--- src/rtl/mux_n1_scan.sv ---
// mux_n1_scan: N:1 multiplexer with a registered output and two select modes.
//   mode=0 : the channel is chosen by the s input.
//   mode=1 : an internal dwell counter steps through the channels round-robin.
//            Each channel is held for DWELL enabled cycles.
// Ports:
//   clk     - system clock; all state changes on its rising edge
//   rst_n   - synchronous active-low reset; overrides en and mode
//   i       - packed channel data; channel k is i[k*DW +: DW]
//   s       - manual channel select, used when mode=0
//   mode    - 0 = manual, 1 = auto-scan
//   en      - clock enable; 0 holds all state and forces wrap low
//   o       - registered data of the selected channel (0 if out of range)
//   sel_cur - registered index of the channel presented on o
//   valid   - sel_cur addresses a real channel
//   wrap    - one-cycle pulse when auto-scan steps from N_CH-1 to 0
module mux_n1_scan #(
    parameter int unsigned N_CH  = 8,
    parameter int unsigned DW    = 1,
    parameter int unsigned SELW  = 3,
    parameter int unsigned DWELL = 4
) (
    input  logic                 clk,
    input  logic                 rst_n,
    input  logic [N_CH*DW-1:0]   i,
    input  logic [SELW-1:0]      s,
    input  logic                 mode,
    input  logic                 en,
    output logic [DW-1:0]        o,
    output logic [SELW-1:0]      sel_cur,
    output logic                 valid,
    output logic                 wrap
);

    // Counter only needs to reach DWELL-1; keep at least one bit for DWELL=1.
    localparam int unsigned       CW        = (DWELL > 1) ? $clog2(DWELL) : 1;
    localparam logic [CW-1:0]     DCNT_LAST = CW'(DWELL - 1);
    localparam logic [SELW-1:0]   SEL_LAST  = SELW'(N_CH - 1);

    logic [CW-1:0]   dcnt;
    logic [CW-1:0]   dcnt_nxt;
    logic [SELW-1:0] sel_nxt;
    logic            wrap_nxt;
    logic            valid_nxt;
    logic [DW-1:0]   o_nxt;

    always_comb begin
        sel_nxt  = sel_cur;
        dcnt_nxt = dcnt;
        wrap_nxt = 1'b0;
        if (!mode) begin
            sel_nxt  = s;
            dcnt_nxt = '0;
        end else if (dcnt != DCNT_LAST) begin
            dcnt_nxt = dcnt + 1'b1;
        end else begin
            dcnt_nxt = '0;
            if (sel_cur == SEL_LAST) begin
                sel_nxt  = '0;
                wrap_nxt = 1'b1;
            end else if (32'(sel_cur) >= N_CH) begin
                // Left over from an out-of-range manual select: restart at 0
                // without signalling a completed sweep.
                sel_nxt = '0;
            end else begin
                sel_nxt = sel_cur + 1'b1;
            end
        end
    end

    always_comb begin
        valid_nxt = (32'(sel_nxt) < N_CH);
        o_nxt     = '0;
        for (int k = 0; k < int'(N_CH); k++) begin
            if (sel_nxt == SELW'(k)) begin
                o_nxt = i[k*DW +: DW];
            end
        end
    end

    always_ff @(posedge clk) begin
        if (!rst_n) begin
            o       <= '0;
            sel_cur <= '0;
            valid   <= 1'b0;
            wrap    <= 1'b0;
            dcnt    <= '0;
        end else if (en) begin
            o       <= o_nxt;
            sel_cur <= sel_nxt;
            valid   <= valid_nxt;
            wrap    <= wrap_nxt;
            dcnt    <= dcnt_nxt;
        end else begin
            wrap    <= 1'b0;
        end
    end

endmodule

--- config.mk ---
export PLATFORM = sky130hd
export DESIGN_NAME = mux_n1_scan
export DESIGN_NICKNAME = d
export VERILOG_FILES = /design/src/rtl/mux_n1_scan.sv
export SDC_FILE = /design/constraint.sdc
export NUM_CORES = 1
export LEC_CHECK = 0
export ABC_AREA = 1
export BUFFER_PORTS_ARGS = -buffer_cell sky130_fd_sc_hd__clkbuf_2
export CAP_MARGIN = 20
export CORE_UTILIZATION = 38
export DETAILED_ROUTE_END_ITERATION = 10
export HOLD_SLACK_MARGIN = 0.02
export PLACE_DENSITY = 0.67
export SLEW_MARGIN = 20
export SYNTH_ARGS = -nofsm -noshare
export SYNTH_HDL_FRONTEND = slang
export SYNTH_SLANG_ARGS = --single-unit
--- constraint.sdc ---
create_clock -name clk -period 2.7 [get_ports clk]
set_clock_uncertainty 0.05 [all_clocks]
set_input_delay 0.135 -clock clk [delete_from_list [all_inputs] [get_ports clk]]
set_output_delay 0.135 -clock clk [all_outputs]
set_load 0.01 [all_outputs]
==> impl_metrics.env, run 1 <==
export IMPL_wirelength_um=1130
export IMPL_slew_violations=0
export IMPL_layout_drive_gt1_share_pct=30.6
export IMPL_multi_input_area_um2=325
export IMPL_coreArea_um2=1300
export IMPL_numCtsBuffers=3
export IMPL_fmaxAchievable_mhz=632
export IMPL_p_switching_mw=0.0808
export IMPL_yosys_top_cells_area="dfxtp_1 30%, nand3_1 12%, nand2_1 11%"
export IMPL_min_path_type="in2reg"
export IMPL_syn_to_final_growth_pct=22.2
export IMPL_worstPathRequired_ns=2.79
export IMPL_antenna_found_initial=0
export IMPL_vias_per_cell=4.77
export IMPL_grt_pass1_wl_um=1780
export IMPL_ys_seq_elements=8
export IMPL_synth_sequential_area_ratio_pct=30.0
export IMPL_ant_nets=0
export IMPL_synth_area_um2=534
export IMPL_ctsResizeCount=0
export IMPL_max_slew_margin_rel_pct=78.8
export IMPL_dr_pass1_iters=5
export IMPL_yosysUniqueCellTypes=20
export IMPL_clkLatencyLatePin_ns=0.24
export IMPL_yosys_warnings=0
export IMPL_portBuffers=20
export IMPL_arrival_ns=1.67
export IMPL_track_usage_pct=17.1
export IMPL_diodes=0
export IMPL_post_route_period_util_pct=58.6
export IMPL_root_buffer="clkbuf_4"
export IMPL_path_clk_slew_ns=0.05
export IMPL_grt_ovfl_total=0
export IMPL_dieWidth_um=39.5
export IMPL_yosysTopAreaCell="dfxtp_1"
export IMPL_synth_cells=78
export IMPL_clkPwrFrac_pct=30.1
export IMPL_syn_nets=96
export IMPL_crit_fanout=5
export IMPL_grt_max_degree=13
export IMPL_grt_pass1_vias=442
export IMPL_cts_buffer_depth=2
export IMPL_htreeDepth=1
export IMPL_worst_setup_path_end_kind="flop"
export IMPL_pin_count=21
export IMPL_setup_tns_ns=0
export IMPL_place_hpwl_um=922
export IMPL_initial_core_util_pct=41.1
export IMPL_wl_per_cell_um=9.98
export IMPL_cts_hold_buf=0
export IMPL_grt_setup_unrepaired="false"
export IMPL_drv_cap=0
export IMPL_finalSetupViolations=0
export IMPL_synth_top_area_share_pct=30.0
export IMPL_start_kind="flop"
export IMPL_cts_setup_buffers=0
export IMPL_synth_area_per_cell_um2=6.85
export IMPL_irDropWorstVdd_v=0.000253
export IMPL_worstMarginPinSlew_ns=0.314
export IMPL_die_height_um=39.5
export IMPL_die_area_um2=1560
export IMPL_p_comb_share_pct=23.9
export IMPL_placedInstanceArea_um2=631
export IMPL_critical_path_class="reg2reg"
export IMPL_seq_power_share_pct=46.0
export IMPL_internal_power_mw=0.206
export IMPL_drc_errors=0
export IMPL_fin_area_um2=653
export IMPL_place_congestion=0.802
export IMPL_power_share_switching_pct=28.2
export IMPL_cts_num_sinks=8
export IMPL_powerDensity_nw_per_um2=439
export IMPL_run_status="complete, no violations"
export IMPL_num_nets_final=118
export IMPL_p_leak_nw=0.337
export IMPL_num_vias=539
export IMPL_layout_commonest_cell="clkbuf_2"
export IMPL_rows=13
export IMPL_totalPowerFinal_mw=0.287
export IMPL_final_util_pct=50.2
export IMPL_cts_tree="done"
export IMPL_post_route_min_period_ns=1.58
export IMPL_nFillCells=151
export IMPL_timing_hold_violations_final=0
export IMPL_mostFrequentLayoutCells="20 x clkbuf_2, 16 x nand2_1, 13 x nand3_1"
export IMPL_seq_area_um2=160
export IMPL_drt_iter0_drc=7
==> routing by layer <==
metal / vias to the layer above / track usage (%) / share of wire, %
met2: 12 / 25.4 / 44
met3: 0 / 5.11 / 4.5
met5: - / 0 / 0
li1: 302 / - / -
met4: 0 / 5.17 / 0
met1: 225 / 23.2 / 51
==> stage by stage <==
stage,instances,hold slack [ns],worst slack (ns)
global placement,110,0.376,1.16
finish,113,0.132,1.12
CTS,113,0.114,1.11
global route,113,0.126,0.957
floorplan,78,0.223,1.18
detailed placement,110,0.378,1.12
==> cells in the mapped netlist <==
cell / instances
nand2_1: 16
nand3_1: 13
dfxtp_1: 8
nor2_1: 7
a21oi_1: 6
inv_1: 6
o21ai_0: 4
ha_1: 3
nand2_2: 2
nand3_2: 2
o211ai_1: 2
a211oi_1: 1
buf_4: 1
buf_6: 1
clkbuf_1: 1
inv_2: 1
nand2_4: 1
nor3_1: 1
or2_0: 1
or2_4: 1
==> power groups by stage <==
stage          registers [mW]  logic, mW  clock network [mW]
2_1_floorplan           0.136     0.0431                   0
6_report                0.132     0.0685              0.0863
5_1_grt                 0.133     0.0785              0.0988
3_3_place_gp            0.134     0.0677                   0
4_1_cts                 0.132     0.0690              0.0917
3_5_place_dp            0.134     0.0687                   0
==> area by class of cell <==
type                    count  share of cell area (%)
clock buffers               3                    3.45
inverters                   7                    4.02
multi-input cells          60                    49.8
flip-flops and latches      8                    24.5
well taps                  15                    2.87
repair buffers             20                    15.3
==> worst paths after layout <==
check                                from                 endpoint  slack [ns]  cells after the start
setup / recovery  sel_cur[0]$_SDFFE_PN0P_           o$_SDFFE_PN0P_        1.12                     10
hold / removal                      rst_n  sel_cur[2]$_SDFFE_PN0P_        0.13                      3
setup reg to reg  sel_cur[0]$_SDFFE_PN0P_           o$_SDFFE_PN0P_        1.12                     10
hold reg to reg        valid$_SDFFE_PN0P_       valid$_SDFFE_PN0P_        0.41                      2
==> worst max-delay path: stages (launching register included) <==
cell,delay (ns)
dfxtp_1,0.34
ha_1,0.20
ha_1,0.28
nand2_1,0.07
nand3_1,0.08
o21ai_0,0.14
nand3_1,0.11
nand2_1,0.08
nand2_1,0.05
nand2_1,0.05
nor2_1,0.03
==> cells by family (layout without fill, tap and decap cells) <==
logic type      after synthesis  after routing  share of synthesized area [%]
compound gates               13             13                           13.6
fa+ha+maj                     3              3                           7.03
buf+inv                      10             30                           9.13
flops                         8              8                           30.0
simple gates                 44             44                           40.3
==> registers in the layout, summed over array words and instances (netlist names) <==
signal / flops
o: 1
wrap: 1
dcnt: 2
sel_cur: 3
valid: 1
Note: power is estimated with default switching activity, not from simulation.
==> inputs of run 2 (changes only) <==
==> constraint.sdc (replaced) <==
create_clock -name clk -period 1.6 [get_ports clk]
set_clock_uncertainty 0.05 [all_clocks]
set_input_delay 0.08 -clock clk [delete_from_list [all_inputs] [get_ports clk]]
set_output_delay 0.08 -clock clk [all_outputs]
set_load 0.01 [all_outputs]
==> run 2 against run 1 <==
  * The run now ends with design-rule violations left
  * Die area is the same
  * Via count grew 4.8%
  * Power grew 76%
  * Setup slack lost 0.99 ns
  * Highest routed layer is now met4
  * Non-clock buffer count grew 2
  * Count of clock-buffer cells in the layout is the same
  * Largest cell class unchanged
  * Global-route usage grew 2.4 points
  * Utilization grew 3.6 points
  * Design area grew 7.1%
  * Critical path depth is the same
  * Clock power grew 77%
  * Fmax grew 7.8%
==> impl_metrics.env, run 2 (synthesis results as in run 1) <==
export IMPL_run_status="finished with violations"
export IMPL_violations="design-rule violations"
export IMPL_vias_per_cell=4.91
export IMPL_diodes=0
export IMPL_fmaxAchievable_mhz=682
export IMPL_worstHoldStart="rst_n"
export IMPL_pin_count=21
export IMPL_start_kind="flop"
export IMPL_grt_pass1_wl_um=1970
export IMPL_cts_hold_buf=0
export IMPL_path_clk_slew_ns=0.05
export IMPL_cts_setup_buffers=0
export IMPL_p_switching_mw=0.148
export IMPL_cts_tree="done"
export IMPL_hold_ws_ns=0.0630
export IMPL_mostFrequentLayoutCells="20 x clkbuf_2, 16 x nand2_1, 13 x nand3_1"
export IMPL_syn_to_final_growth_pct=30.9
export IMPL_cts_num_sinks=8
export IMPL_finalNonFillerCells=115
export IMPL_whs_endpoint="sel_cur[2]$_SDFFE_PN0P_"
export IMPL_drt_iter0_drc=8
export IMPL_worstMarginPinSlew_ns=0.238
export IMPL_arrival_ns=1.61
export IMPL_grt_setup_unrepaired="false"
export IMPL_place_congestion=0.811
export IMPL_post_route_min_period_ns=1.47
export IMPL_layout_drive_gt1_share_pct=36.0
export IMPL_ant_nets=0
export IMPL_grt_ovfl_total=0
export IMPL_power_share_switching_pct=29.4
export IMPL_die_height_um=39.5
export IMPL_numCtsBuffers=3
export IMPL_max_slew_margin_rel_pct=84.1
export IMPL_portBuffers=20
export IMPL_grt_max_degree=13
export IMPL_track_usage_pct=19.5
export IMPL_antenna_found_initial=0
export IMPL_top_register="sel_cur"
export IMPL_dr_pass1_iters=7
export IMPL_internal_power_mw=0.356
export IMPL_whs_path_depth=3
export IMPL_post_route_period_util_pct=91.7
export IMPL_worst_setup_path_end_kind="flop"
export IMPL_largest_register_ffs=3
export IMPL_p_comb_share_pct=25.4
export IMPL_cts_buffer_depth=2
export IMPL_clkLatencyLatePin_ns=0.25
export IMPL_largestRegisters="sel_cur: 3 flops, dcnt: 2 flops"
export IMPL_grt_pass1_vias=501
export IMPL_finalSetupViolations=0
export IMPL_r2r_start="sel_cur[0]$_SDFFE_PN0P_"
export IMPL_dieWidth_um=39.5
export IMPL_p_leak_nw=0.341
export IMPL_crit_fanout=2
export IMPL_root_buffer="clkbuf_4"
export IMPL_regToRegSetupSlack_ns=0.13
export IMPL_rr_endpoint="o$_SDFFE_PN0P_"
export IMPL_drc_errors=2
export IMPL_critical_path_class="reg2reg"
export IMPL_wl_per_cell_um=10.3
export IMPL_worstPathRequired_ns=1.75
export IMPL_rows=13
export IMPL_powerDensity_nw_per_um2=720
export IMPL_initial_core_util_pct=41.1
export IMPL_seq_power_share_pct=44.1
export IMPL_coreArea_um2=1300
export IMPL_wirelength_um=1180
export IMPL_layout_commonest_cell="clkbuf_2"
export IMPL_die_area_um2=1560
export IMPL_rr_worst_depth=10
export IMPL_setup_tns_ns=0
export IMPL_place_hpwl_um=988
export IMPL_irDropWorstVdd_v=0.000453
export IMPL_min_path_type="in2reg"
export IMPL_num_nets_final=120
export IMPL_ctsResizeCount=0
export IMPL_drv_cap=0
export IMPL_slew_violations=0
export IMPL_timing_hold_violations_final=0
export IMPL_htreeDepth=1
export IMPL_nFillCells=137
export IMPL_placed_cells=112
export IMPL_num_vias=565
export IMPL_clkPwrFrac_pct=30.4
run 2: area by class of cell:
type / instances / area [µm²] / share of cell area, %
multi-input combinational: 60 / 357 / 51.0
sequential: 8 / 160 / 22.9
timing repair buffer: 22 / 115 / 16.5
inverter: 7 / 26.3 / 3.76
clock buffer: 3 / 22.5 / 3.22
tap: 15 / 18.8 / 2.68
run 2: through the flow:
stage,worst slack (ns),utilization (%),power [mW],instance area (µm²)
floorplan,0.0836,-,0.303,534
finish,0.133,53.8,0.504,699
CTS,0.0140,51.3,0.507,668
global placement,0.0915,49.6,0.346,646
detailed placement,0.0293,49.6,0.349,646
global route,0.0353,53.8,0.544,699
run 2: worst max-delay path, cell delays in order, from the launching register on:
cell and delay, ns:
dfxtp_1 0.33, ha_2 0.19, ha_4 0.20, or2_1 0.23
nand2_1 0.07, nand2_2 0.06, nand3_2 0.06, nand2_1 0.05
nand2_1 0.05, nand2_1 0.05, nor2_1 0.07
run 2: worst max-delay path by stage:
stage                            start  slack (ns)  cells after the start        endpoint
2_1_floorplan  sel_cur[0]$_SDFFE_PN0P_        0.08                      8  o$_SDFFE_PN0P_
3_3_place_gp   sel_cur[0]$_SDFFE_PN0P_        0.09                      8  o$_SDFFE_PN0P_
3_5_place_dp   sel_cur[0]$_SDFFE_PN0P_        0.03                     10  o$_SDFFE_PN0P_
4_1_cts        sel_cur[0]$_SDFFE_PN0P_        0.01                     10  o$_SDFFE_PN0P_
5_1_grt        sel_cur[0]$_SDFFE_PN0P_        0.04                     10  o$_SDFFE_PN0P_
6_report       sel_cur[0]$_SDFFE_PN0P_        0.13                     10  o$_SDFFE_PN0P_
run 2: power groups by stage:
stage / clock network [mW] / logic [mW] / registers (mW)
floorplan: 0 / 0.0728 / 0.230
global placement: 0 / 0.122 / 0.225
detailed placement: 0 / 0.125 / 0.224
CTS: 0.162 / 0.125 / 0.220
global route: 0.173 / 0.147 / 0.224
finish: 0.153 / 0.128 / 0.222
run 2: metal layers:
| layer | up-vias | track usage [%] | part of all wire [%] |
|---|---|---|---|
| li1 | 303 | - | - |
| met5 | - | 0 | 0 |
| met2 | 15 | 31.6 | 46 |
| met3 | 2 | 8.52 | 6.6 |
| met1 | 245 | 22.9 | 47 |
| met4 | 0 | 5.17 | 0.68 |
==> inputs of run 3 (changes only) <==
--- a/config.mk
+++ b/config.mk
@@ -5,13 +5,12 @@
 export SDC_FILE = /design/constraint.sdc
 export NUM_CORES = 1
 export LEC_CHECK = 0
-export ABC_AREA = 1
 export BUFFER_PORTS_ARGS = -buffer_cell sky130_fd_sc_hd__clkbuf_2
 export CAP_MARGIN = 20
 export CORE_UTILIZATION = 38
 export DETAILED_ROUTE_END_ITERATION = 10
 export HOLD_SLACK_MARGIN = 0.02
-export PLACE_DENSITY = 0.67
+export PLACE_DENSITY = 0.66
 export SLEW_MARGIN = 20
 export SYNTH_ARGS = -nofsm -noshare
 export SYNTH_HDL_FRONTEND = slang
==> run 3 against run 2 <==
  * Critical path type unchanged
  * Final cell count fell by 5.2%
  * Register-to-register slack got worse by 0.38 ns
  * Combinational power rose by 35%
  * Via count rose by 5.7%
  * Die area rose by 4.7%
  * Utilization rose by 9.3 points
  * The flow finishes with violations (negative setup slack)
  * Synthesized cell count fell by 18%
==> impl_metrics.env, run 3 <==
export IMPL_setup_tns_ns=-0.339
export IMPL_run_status="finished with violations"
export IMPL_top_register="sel_cur"
export IMPL_rr_worst_depth=8
export IMPL_start_kind="flop"
export IMPL_slowest_delay_ns=0.33
export IMPL_powerDensity_nw_per_um2=647
export IMPL_track_usage_pct=19.7
export IMPL_post_route_min_period_ns=1.85
export IMPL_p_leak_nw=0.360
export IMPL_wl_per_cell_um=13.2
export IMPL_wirelength_um=1440
export IMPL_coreArea_um2=1330
export IMPL_cts_buffer_depth=2
export IMPL_num_vias=597
export IMPL_drc_errors=0
export IMPL_grt_pass1_vias=549
export IMPL_slew_violations=0
export IMPL_htreeDepth=1
export IMPL_crit_fanout=6
export IMPL_mostFrequentLayoutCells="20 x clkbuf_2, 9 x buf_4, 8 x mux2i_1"
export IMPL_antenna_found_initial=0
export IMPL_clkPwrFrac_pct=27.7
export IMPL_synth_edf_count=0
export IMPL_synth_sequential_area_ratio_pct=28.6
export IMPL_path_cells="ha_4 > ha_4 > mux2i_4 > o22ai_1 > a311o_1 > mux2i_1 > a311o_1 > a21oi_1"
export IMPL_portBuffers=20
export IMPL_die_height_um=40.4
export IMPL_arrival_ns=1.92
export IMPL_syn_nets=82
export IMPL_synthFlopType="dfxtp_1"
export IMPL_dieWidth_um=40.4
export IMPL_synth_cells=64
export IMPL_yosys_warnings=0
export IMPL_drv_cap=0
export IMPL_yosysTopAreaCell="dfxtp_1"
export IMPL_place_hpwl_um=1070
export IMPL_place_congestion=0.765
export IMPL_worstPathRequired_ns=1.67
export IMPL_dp_slack_ns=-0.259
export IMPL_diodes=0
export IMPL_dr_pass1_iters=4
export IMPL_post_route_period_util_pct=116
export IMPL_timing_hold_violations_final=0
export IMPL_grt_ovfl_total=0
export IMPL_irDropWorstVdd_v=0.000600
export IMPL_grt_max_degree=15
export IMPL_violations="negative setup slack"
export IMPL_placedInstanceArea_um2=802
export IMPL_finalSetupViolations=2
export IMPL_max_slew_margin_rel_pct=81.8
export IMPL_critical_path_class="reg2reg"
export IMPL_grt_pass1_wl_um=2190
export IMPL_die_area_um2=1630
export IMPL_initial_core_util_pct=42.0
export IMPL_crit_path_top_delay_cell="dfxtp_2"
export IMPL_pin_count=21
export IMPL_path_clk_slew_ns=0.06
export IMPL_final_util_pct=63.0
export IMPL_synth_top_area_share_pct=28.6
export IMPL_fmaxAchievable_mhz=540
export IMPL_fin_area_um2=841
export IMPL_r2r_start="sel_cur[1]$_SDFFE_PN0P_"
export IMPL_yosys_top_cells_area="dfxtp_1 29%, mux2i_1 16%, ha_1 6.7%"
export IMPL_drt_iter0_drc=8
export IMPL_regToRegSetupSlack_ns=-0.25
export IMPL_min_path_type="in2reg"
export IMPL_internal_power_mw=0.390
export IMPL_numCtsBuffers=3
export IMPL_crit_start="sel_cur[1]$_SDFFE_PN0P_"
export IMPL_path_delay_family="compound AO/OA/AOI/OAI gates"
export IMPL_seq_power_share_pct=40.6
export IMPL_largestRegisters="sel_cur: 3 flops, dcnt: 2 flops"
export IMPL_power_share_switching_pct=28.3
export IMPL_clkLatencyLatePin_ns=0.24
export IMPL_syn_to_final_growth_pct=50.0
export IMPL_cts_num_sinks=8
export IMPL_setup_ws_ns=-0.251
export IMPL_totalPowerFinal_mw=0.544
export IMPL_cp_endpoint="o$_SDFFE_PN0P_"
export IMPL_yosysUniqueCellTypes=26
export IMPL_cts_tree="done"
export IMPL_grt_setup_unrepaired="true"
export IMPL_rows=13
export IMPL_synth_area_um2=561
export IMPL_num_nets_final=114
export IMPL_layout_drive_gt1_share_pct=47.9
export IMPL_async_flop_share_pct=0
export IMPL_p_switching_mw=0.154
export IMPL_root_buffer="clkbuf_4"
export IMPL_p_comb_share_pct=31.8
export IMPL_ys_top_cells_by_count="9 x mux2i_1, 8 x dfxtp_1, 6 x o21ai_0"
export IMPL_placed_cells=105
export IMPL_finalNonFillerCells=109
export IMPL_vias_per_cell=5.48
export IMPL_critical_path_depth=8
export IMPL_hold_ws_ns=0.0938
export IMPL_worstMarginPinSlew_ns=0.271
export IMPL_ant_nets=0
export IMPL_ys_seq_elements=8
export IMPL_largest_register_ffs=3
export IMPL_layout_commonest_cell="clkbuf_2"
export IMPL_rr_endpoint="o$_SDFFE_PN0P_"
export IMPL_crit_buf_inv=0
export IMPL_synth_area_per_cell_um2=8.76
export IMPL_worst_setup_path_end_kind="flop"
export IMPL_yosysMostFrequentCell="mux2i_1"
[run 3: cell type report]
| class | count | area [µm²] |
|---|---|---|
| fill | 132 | 493 |
| multi-input combinational | 51 | 433 |
| timing repair buffer | 31 | 199 |
| sequential | 8 | 164 |
| clock buffer | 3 | 22.5 |
| tap | 15 | 18.8 |
| inverter | 1 | 3.75 |
[run 3: how the worst min path moves through the flow]
| stage | from | endpoint | slack (ns) | cells past startpoint |
|---|---|---|---|---|
| final | rst_n | valid$_SDFFE_PN0P_ | 0.09 | 2 |
| after floorplan | rst_n | valid$_SDFFE_PN0P_ | 0.15 | 1 |
| after global placement | rst_n | valid$_SDFFE_PN0P_ | 0.34 | 2 |
| after detailed placement | rst_n | valid$_SDFFE_PN0P_ | 0.35 | 2 |
| after global routing | rst_n | valid$_SDFFE_PN0P_ | 0.11 | 2 |
| after CTS | rst_n | valid$_SDFFE_PN0P_ | 0.09 | 2 |
[run 3: metal layers]
layer / global-route usage (%) / vias up / part of all wire [%]
met3: 3.33 / 2 / 3.2
li1: - / 304 / -
met1: 24.8 / 277 / 48
met2: 35.3 / 14 / 48
met4: 2.50 / 0 / 0.49
met5: 0 / - / 0
[run 3: cell families after synthesis]
family,after synthesis,synth area share [%]
mux,9,16.1
fa+ha+maj,3,6.70
buf+inv,5,3.79
compound gates,22,27.9
flops,8,28.6
simple gates,17,17.0
[run 3: power groups by stage]
stage                     combinational, mW  clock, mW  sequential, mW
after floorplan                      0.0851          0           0.232
after global placement                0.162          0           0.225
after detailed placement              0.164          0           0.225
after CTS                             0.170      0.155           0.221
after global routing                  0.189      0.165           0.222
final                                 0.173      0.151           0.221
[run 3: what timing repair did]
| action | 4_1_cts | 5_1_grt |
|---|---|---|
| pin swaps | 1 | 0 |
| setup buffers | 1 | 0 |
| resized for setup | 2 | 1 |
| setup endpoints to repair | 2 | 2 |
| hold endpoints to repair | 0 | 0 |
| hold buffers | 0 | 0 |
